File: src/rtl/branch_predict_unit.sv
// Next-PC generator: direct-mapped BTB with 2-bit counters,
// EX redirect override and saturating branch/mispredict counters.
module branch_predict_unit #(
    parameter int ENTRIES = 16,
    parameter int IDX_W   = 4
) (
    input  logic        clk_i,
    input  logic        rst_i,
    input  logic        start_i,
    input  logic        MemStall_i,
    input  logic [31:0] fetch_pc_i,
    input  logic        upd_valid_i,
    input  logic [31:0] upd_pc_i,
    input  logic        upd_taken_i,
    input  logic [31:0] upd_target_i,
    input  logic        redirect_i,
    input  logic [31:0] redirect_pc_i,
    output logic [31:0] next_pc_o,
    output logic        pred_taken_o,
    output logic [31:0] branch_cnt_o,
    output logic [31:0] mispred_cnt_o
);

    localparam int TAG_W = 32 - IDX_W - 2;

    logic [ENTRIES-1:0] valid_q;
    logic [TAG_W-1:0]   tag_q [ENTRIES];
    logic [31:0]        tgt_q [ENTRIES];
    logic [1:0]         ctr_q [ENTRIES];

    logic [31:0] branch_cnt_q, branch_cnt_d;
    logic [31:0] mispred_cnt_q, mispred_cnt_d;

    logic [IDX_W-1:0] f_idx;
    logic [TAG_W-1:0] f_tag;
    logic             f_hit;

    logic [IDX_W-1:0] u_idx;
    logic [TAG_W-1:0] u_tag;
    logic             u_hit;
    logic             upd_en;
    logic             mis_en;
    logic [1:0]       ctr_cur;
    logic [1:0]       ctr_d;

    logic unused_pc_lsb;
    assign unused_pc_lsb = ^{fetch_pc_i[1:0], upd_pc_i[1:0]};

    // Lookup path: sees pre-edge table contents, no bypass.
    assign f_idx = fetch_pc_i[IDX_W+1:2];
    assign f_tag = fetch_pc_i[31:IDX_W+2];
    assign f_hit = valid_q[f_idx] & (tag_q[f_idx] == f_tag);

    assign pred_taken_o = f_hit & ctr_q[f_idx][1];

    always_comb begin
        next_pc_o = fetch_pc_i + 32'd4;
        if (redirect_i) begin
            next_pc_o = redirect_pc_i;
        end else if (pred_taken_o) begin
            next_pc_o = tgt_q[f_idx];
        end
    end

    // Training path: frozen while the CPU is idle or EX is stalled.
    assign upd_en = upd_valid_i & start_i & ~MemStall_i;
    assign mis_en = redirect_i & start_i & ~MemStall_i;

    assign u_idx   = upd_pc_i[IDX_W+1:2];
    assign u_tag   = upd_pc_i[31:IDX_W+2];
    assign u_hit   = valid_q[u_idx] & (tag_q[u_idx] == u_tag);
    assign ctr_cur = ctr_q[u_idx];

    always_comb begin
        ctr_d = ctr_cur;
        if (upd_taken_i) begin
            if (ctr_cur != 2'b11) begin
                ctr_d = ctr_cur + 2'd1;
            end
        end else begin
            if (ctr_cur != 2'b00) begin
                ctr_d = ctr_cur - 2'd1;
            end
        end
    end

    always_ff @(posedge clk_i or negedge rst_i) begin
        if (!rst_i) begin
            valid_q <= '0;
            for (int i = 0; i < ENTRIES; i++) begin
                tag_q[i] <= '0;
                tgt_q[i] <= '0;
                ctr_q[i] <= 2'b01;
            end
        end else if (upd_en) begin
            if (u_hit) begin
                ctr_q[u_idx] <= ctr_d;
                if (upd_taken_i) begin
                    tgt_q[u_idx] <= upd_target_i;
                end
            end else if (upd_taken_i) begin
                valid_q[u_idx] <= 1'b1;
                tag_q[u_idx]   <= u_tag;
                tgt_q[u_idx]   <= upd_target_i;
                ctr_q[u_idx]   <= 2'b10;
            end
        end
    end

    // Perf counters stick at all-ones instead of wrapping.
    always_comb begin
        branch_cnt_d  = branch_cnt_q;
        mispred_cnt_d = mispred_cnt_q;
        if (upd_en && (branch_cnt_q != 32'hFFFF_FFFF)) begin
            branch_cnt_d = branch_cnt_q + 32'd1;
        end
        if (mis_en && (mispred_cnt_q != 32'hFFFF_FFFF)) begin
            mispred_cnt_d = mispred_cnt_q + 32'd1;
        end
    end

    always_ff @(posedge clk_i or negedge rst_i) begin
        if (!rst_i) begin
            branch_cnt_q  <= '0;
            mispred_cnt_q <= '0;
        end else begin
            branch_cnt_q  <= branch_cnt_d;
            mispred_cnt_q <= mispred_cnt_d;
        end
    end

    assign branch_cnt_o  = branch_cnt_q;
    assign mispred_cnt_o = mispred_cnt_q;

endmodule

File: config.mk
export PLATFORM = sky130hd
export DESIGN_NAME = branch_predict_unit
export DESIGN_NICKNAME = d
export VERILOG_FILES = /design/src/rtl/branch_predict_unit.sv
export SDC_FILE = /design/constraint.sdc
export NUM_CORES = 2
export LEC_CHECK = 0
export ABC_CLOCK_PERIOD_IN_PS = 6850
export CORE_AREA = 3 3 427 323
export CTS_CLUSTER_SIZE = 10
export DETAILED_ROUTE_END_ITERATION = 8
export DIE_AREA = 0 0 430 326
export GPL_TIMING_DRIVEN = 0
export SYNTH_ARGS = -nofsm -noshare
export SYNTH_HDL_FRONTEND = slang
export SYNTH_SLANG_ARGS = --single-unit
File: constraint.sdc
create_clock -name clk_i -period 6.85 [get_ports clk_i]
set_input_delay 1.37 -clock clk_i [delete_from_list [all_inputs] [get_ports clk_i]]
set_output_delay 1.37 -clock clk_i [all_outputs]
set_load 0.01 [all_outputs]
# [Word-level counts from Yosys, hierarchy flattened]
# Cells that the tools add are included.
# W data, S select, Z words.
[op_classes] reduce_logical=9 n_eq_ne=5 n_lt_le_gt_ge=6 mux=37 add_sub_neg=5 bitwise=15
[ops] operator="$bwmux W512" n=1
[ops] operator="$bwmux W416" n=1
[ops] operator="$mux W32" n=7
[ops] operator="$bmux W26 S4" n=2
[ops] operator="$mux W26" n=5
[ops] operator="$bmux W32 S4" n=1
[ops] operator="$demux W32 S4" n=1
[ops] operator="$demux W26 S4" n=1
[ops] operator="$add A32 B1 Y32 const B" n=2
[ops] operator="$ne A32 B32 Y1 const B" n=2
[ops] operator="$eq A26 B26 Y1" n=2
[ops] operator="$add A32 B3 Y32 const B" n=1
[ops] operator="$bwmux W32" n=1
[ops] operator="$or A16 B16 Y16" n=2
[ops] operator="$and A16 B16 Y16" n=1
[ops] operator="$bmux W2 S4" n=2
[ops] operator="$mux W2" n=8
[ops] operator="$not A16 Y16" n=1
[ops] operator="$ge A5 B5 Y1 const B" n=2
[ops] operator="$lt A4 B5 Y1 const B" n=2
[ops] operator="$not A4 Y5" n=2
[ops] operator="$bmux W1 S4" n=2
[ops] operator="$demux W2 S4" n=1
[ops] operator="$and A1 B1 Y1" n=7
[ops] operator="other kinds (12)" n=20
[word_totals] out_inout_bits=97 register_bits=1040

# [Longest topological paths before layout]
[logic_depth] ltp_word=9 depth_mapped=16

# [Worst setup path before layout]
# OpenSTA, ideal clock, no wires.
[synth_path] path_kind="in2out" start="input fetch_pc_i[2]" end="output next_pc_o[23]" arrival_ps=4520 n_path_buf=7 cell_stages=11 path_slack_ps=960 required_ps=5480 path_cell_list="buf_2 buf_4 buf_2 buf_4 buf_2 buf_2 buf_1 mux4_2 mux4_2 mux2i_1 o21ai_0"
[synth_via] elab_chain_len=9 elab_cells_between_ends=18 classes_between="add/sub: 1; eq/ne: 1; mux: 13; bitwise: 3"
[synth_rtl] element="start, declared" line="11" source="input logic [31:0] fetch_pc_i,"
[synth_rtl] element="$not A4 Y5 (implied by the code)" line="52, 54, 61"
[synth_rtl] element="$bmux W26 S4" line="52" source="assign f_hit = valid_q[f_idx] & (tag_q[f_idx] == f_tag);"
[synth_rtl] element="$mux W26 (implied by the code) (2 in a row)" line="52"
[synth_rtl] element="$eq A26 B26 Y1" line="52"
[synth_rtl] element="$and A1 B1 Y1" line="52"
[synth_rtl] element="$and A1 B1 Y1" line="54" source="assign pred_taken_o = f_hit & ctr_q[f_idx][1];"
[synth_rtl] element="$mux W32 (*)" line="60" source="end else if (pred_taken_o) begin"
[synth_rtl] element="$mux W32 (*)" line="58" source="if (redirect_i) begin"
[synth_rtl] element="end, declared" line="18" source="output logic [31:0] next_pc_o,"
# Mark *: on every way between the ends. The rest lies on a longest branch, timed or not. The select of a mux whose other input is x is not followed.

# [Worst setup path after layout]
[layout_path] start="input fetch_pc_i[5]" end="output next_pc_o[6]"
# The elaborated chain is that of the path after synthesis.

==> impl_metrics.env <==
export IMPL_ys_ff_latch=1040
export IMPL_grt_overflow=0
export IMPL_p_leak_nw=27.7
export IMPL_total_power_mw=15.0
export IMPL_gr_usage_all_layers=0.258
export IMPL_first_global_vias=34600
export IMPL_cts_tree="yes"
export IMPL_coreArea_um2=134000
export IMPL_drtIter0Drc=3887
export IMPL_netlist_area_um2=53500
export IMPL_syn_mean_instance_area_um2=15.0
export IMPL_yosysWarningCount=0
export IMPL_start_kind="input port"
export IMPL_ys_types=78
export IMPL_gp_congestion=1.02
export IMPL_setup_slack_ns=-0.000911
export IMPL_violations="max-capacitance violations, max-slew violations, negative setup slack"
export IMPL_fmax_ghz=0.146
export IMPL_drive_above_1_share=0.438
export IMPL_io_pins=232
export IMPL_peakVddDrop_v=0.000192
export IMPL_ys_async_sr_fraction=1.00
export IMPL_synth_fp_nets=3711
export IMPL_synth_top_area_cell="dfrtp_1"
export IMPL_finalClockSkew_ns=0.0385
export IMPL_nNetsFinal=4066
export IMPL_clock_path_buffers=3
export IMPL_worstPathMaxFanout=10
export IMPL_final_hold_violation_count=0
export IMPL_cts_made_buffers=117
export IMPL_vias_per_cell=6.00
export IMPL_syn_to_final_growth_pct=17.0
export IMPL_antenna_found_initial=12
export IMPL_cts_root_buf="clkbuf_16"
export IMPL_start_util=0.400
export IMPL_worstMarginPinSlew_ns=1.55
export IMPL_setup_violations=1
export IMPL_dr_pass1_iters=5
export IMPL_multi_input_area_um2=26200
export IMPL_ant_nets=0
export IMPL_wire_per_inst_um=31.6
export IMPL_synth_edff_count=0
export IMPL_critPathKind="in -> out"
export IMPL_synth_top_flop_cell="dfrtp_1"
export IMPL_clk_pin_slew_worst_paths_ns=0.06
export IMPL_die_w_um=430
export IMPL_cp_arrival_ns=5.48
export IMPL_die_area_um2=140000
export IMPL_ctsHoldBuffers=0
export IMPL_rsz0062_at_grt="yes"
export IMPL_dp_cells=5555
export IMPL_min_path_type="reg -> reg"
export IMPL_outcome="finished with violations"
export IMPL_route_detailed_drc=0
export IMPL_clock_latency_ns=0.77
export IMPL_synth_top_area_frac=0.479
export IMPL_fin_cells=5766
export IMPL_n_fill_cell=11700
export IMPL_syn_inst=3573
export IMPL_ys_top_cells_by_area="dfrtp_1 48%, mux2_2 16%, mux4_2 15%"
export IMPL_hpwl_um=131000
export IMPL_regArea_um2=26000
export IMPL_drv_slew=22
export IMPL_die_h_um=326
export IMPL_ys_seq_area_frac=0.487
export IMPL_p_per_area_nw_per_um2=240
export IMPL_worstPathRequired_ns=5.48
export IMPL_cts_sinks=1040
export IMPL_max_cap_viol_count=2
export IMPL_grt_pass1_wl_um=261000
export IMPL_r2r_cells=10
export IMPL_hold_depth=1
export IMPL_htree_levels=3
export IMPL_vias=34600
export IMPL_endpoint_kind="primary output"
export IMPL_drt_total_wl_um=182000
export IMPL_numPortBuffers=204
export IMPL_grt_max_degree=175
export IMPL_fin_crit_sh=1.00
export IMPL_period_needed_ns=6.85
export IMPL_rows=116
export IMPL_max_slew_margin_rel=-0.0351
-- per-layer routing --
layer | vias up | global-route usage | share of wire
li1 | 14200 | - | -
met1 | 18600 | 0.375 | 0.45
met2 | 1508 | 0.358 | 0.42
met3 | 329 | 0.0858 | 0.098
met4 | 2 | 0.0878 | 0.037
met5 | - | 0 | 0.000071
-- cells by family after synthesis --
logic type,Yosys count,synth area share
muxes,1439,0.390
DFF,1040,0.487
and+or+nand+nor,401,0.0403
buffers and inverters,342,0.0320
AOI/OAI and AO/OA,208,0.0271
xor gates and xnor gates,138,0.0226
adders and majority gates,5,0.00108
-- flip-flops by register name, summed over array words and instances (netlist names) --
name,count
branch_cnt_o,32
ctr_q,32
mispred_cnt_o,32
tag_q,416
tgt_q,512
valid_q,16
-- power breakdown --
part	internal, mW	leakage [nW]	switching (mW)
clock network	3.23	1.62	2.61
logic	1.12	12.0	1.11
registers	6.64	14.0	0.341
total	11.0	27.7	4.05
-- per-stage QoR --
step | util | cell area [µm²] | TNS (ns) | setup slack, ns | hold WS, ns
2_1_floorplan | - | 53500 | 0 | 0.960 | 0.450
3_3_place_gp | 0.432 | 57700 | - | -44.68 | 0.473
3_5_place_dp | 0.434 | 58000 | -80.31 | -2.69 | 0.476
4_1_cts | 0.466 | 62300 | 0 | 0.00247 | 0.487
5_1_grt | 0.468 | 62600 | -0.0838 | -0.0347 | 0.500
6_report | 0.468 | 62600 | -0.000911 | -0.000911 | 0.486
-- worst paths after layout --
| path | start | end | slack [ns] |
|---|---|---|---|
| worst min register to register | mispred_cnt_o[26] | mispred_cnt_o[26] | 0.49 |
| max in group asynchronous | rst_i | tgt_q[69] | 4.34 |
| worst max-delay path | fetch_pc_i[5] | next_pc_o[6] | -0.0009 |
| worst min-delay path | mispred_cnt_o[26] | mispred_cnt_o[26] | 0.49 |
| min in group asynchronous | rst_i | tag_q[216] | 0.55 |
| worst max register to register | tag_q[191] | ctr_q[23] | 2.11 |
-- critical path, stage by stage --
cell           delay [ns]
buf_2                0.22
buf_8                0.25
buf_6                0.26
buf_4                0.33
mux2i_1              0.55
a22o_1               0.24
nor3_1               0.07
a21oi_1              0.14
a31oi_1              0.12
a2111oi_1            0.34
nor4b_4              0.36
buf_6                0.21
buf_12               0.15
buf_4                0.15
mux2i_4              0.28
o21ai_1              0.08
dlygate4sd2_1        0.29
-- cell usage after synthesis (4+ instances only) --
master	instances
a211oi_1	4
a21oi_1	25
a221oi_1	5
a22o_1	22
a22oi_1	31
a32oi_1	4
and2_1	7
and3_1	24
and4_1	9
buf_1	63
buf_2	47
buf_4	30
buf_6	23
clkbuf_1	130
dfrtp_1	1024
dfstp_2	16
inv_1	37
mux2_2	760
mux2_4	190
mux2i_1	126
mux4_2	360
nand2_1	103
nand2b_1	23
nand3_1	49
nand4_1	29
nor2_1	79
nor2b_1	12
nor3_1	14
nor3_2	6
nor3_4	9
o2111ai_1	7
o211ai_1	12
o21ai_0	45
o21ai_1	7
o221ai_1	9
o22ai_1	11
or2_1	9
or2_2	8
or4_1	4
xnor2_1	97
xor2_1	41
-- area by class of cell --
cell class,instances,area share
Antenna cell,7,0.000280
Buffer,298,0.0319
Clock buffer,170,0.0510
Clock inverter,10,0.00310
Inverter,42,0.00264
Multi-Input combinational cell,2191,0.419
Sequential cell,1040,0.416
Tap cell,1770,0.0354
Timing Repair Buffer,238,0.0400
-- what timing repair did --
item,4_1_cts,5_1_grt
cloned,1,1
endpoints found under the hold margin,0,0
pin swaps,5,5
setup buffers,10,14
resized for setup,313,37
endpoints found under the setup margin,33,33
-- cell usage in the layout, fill, tap and decap left out, types with 14 or more instances in the layout --
master,Yosys,final
dfrtp_1,1024,1024
mux2_2,760,760
mux4_2,360,360
mux2_4,190,190
clkdlybuf4s50_1,0,170
clkbuf_1,130,159
clkbuf_16,0,119
nand2_1,103,101
xnor2_1,97,93
mux2i_1,126,87
nor2_1,79,76
buf_4,30,58
nand3_1,49,49
buf_1,63,46
o21ai_0,45,41
xor2_1,41,41
inv_1,37,36
buf_2,47,35
a22oi_1,31,31
nand4_1,29,29
buf_6,23,28
mux2i_4,0,25
and3_1,24,24
nand2b_1,23,22
a22o_1,22,22
a21oi_1,25,21
dlygate4sd2_1,0,20
buf_12,3,16
clkbuf_2,1,16
dfstp_2,16,16
buf_16,0,14
mux2i_2,0,14
Power figures use the tool's default switching activity.
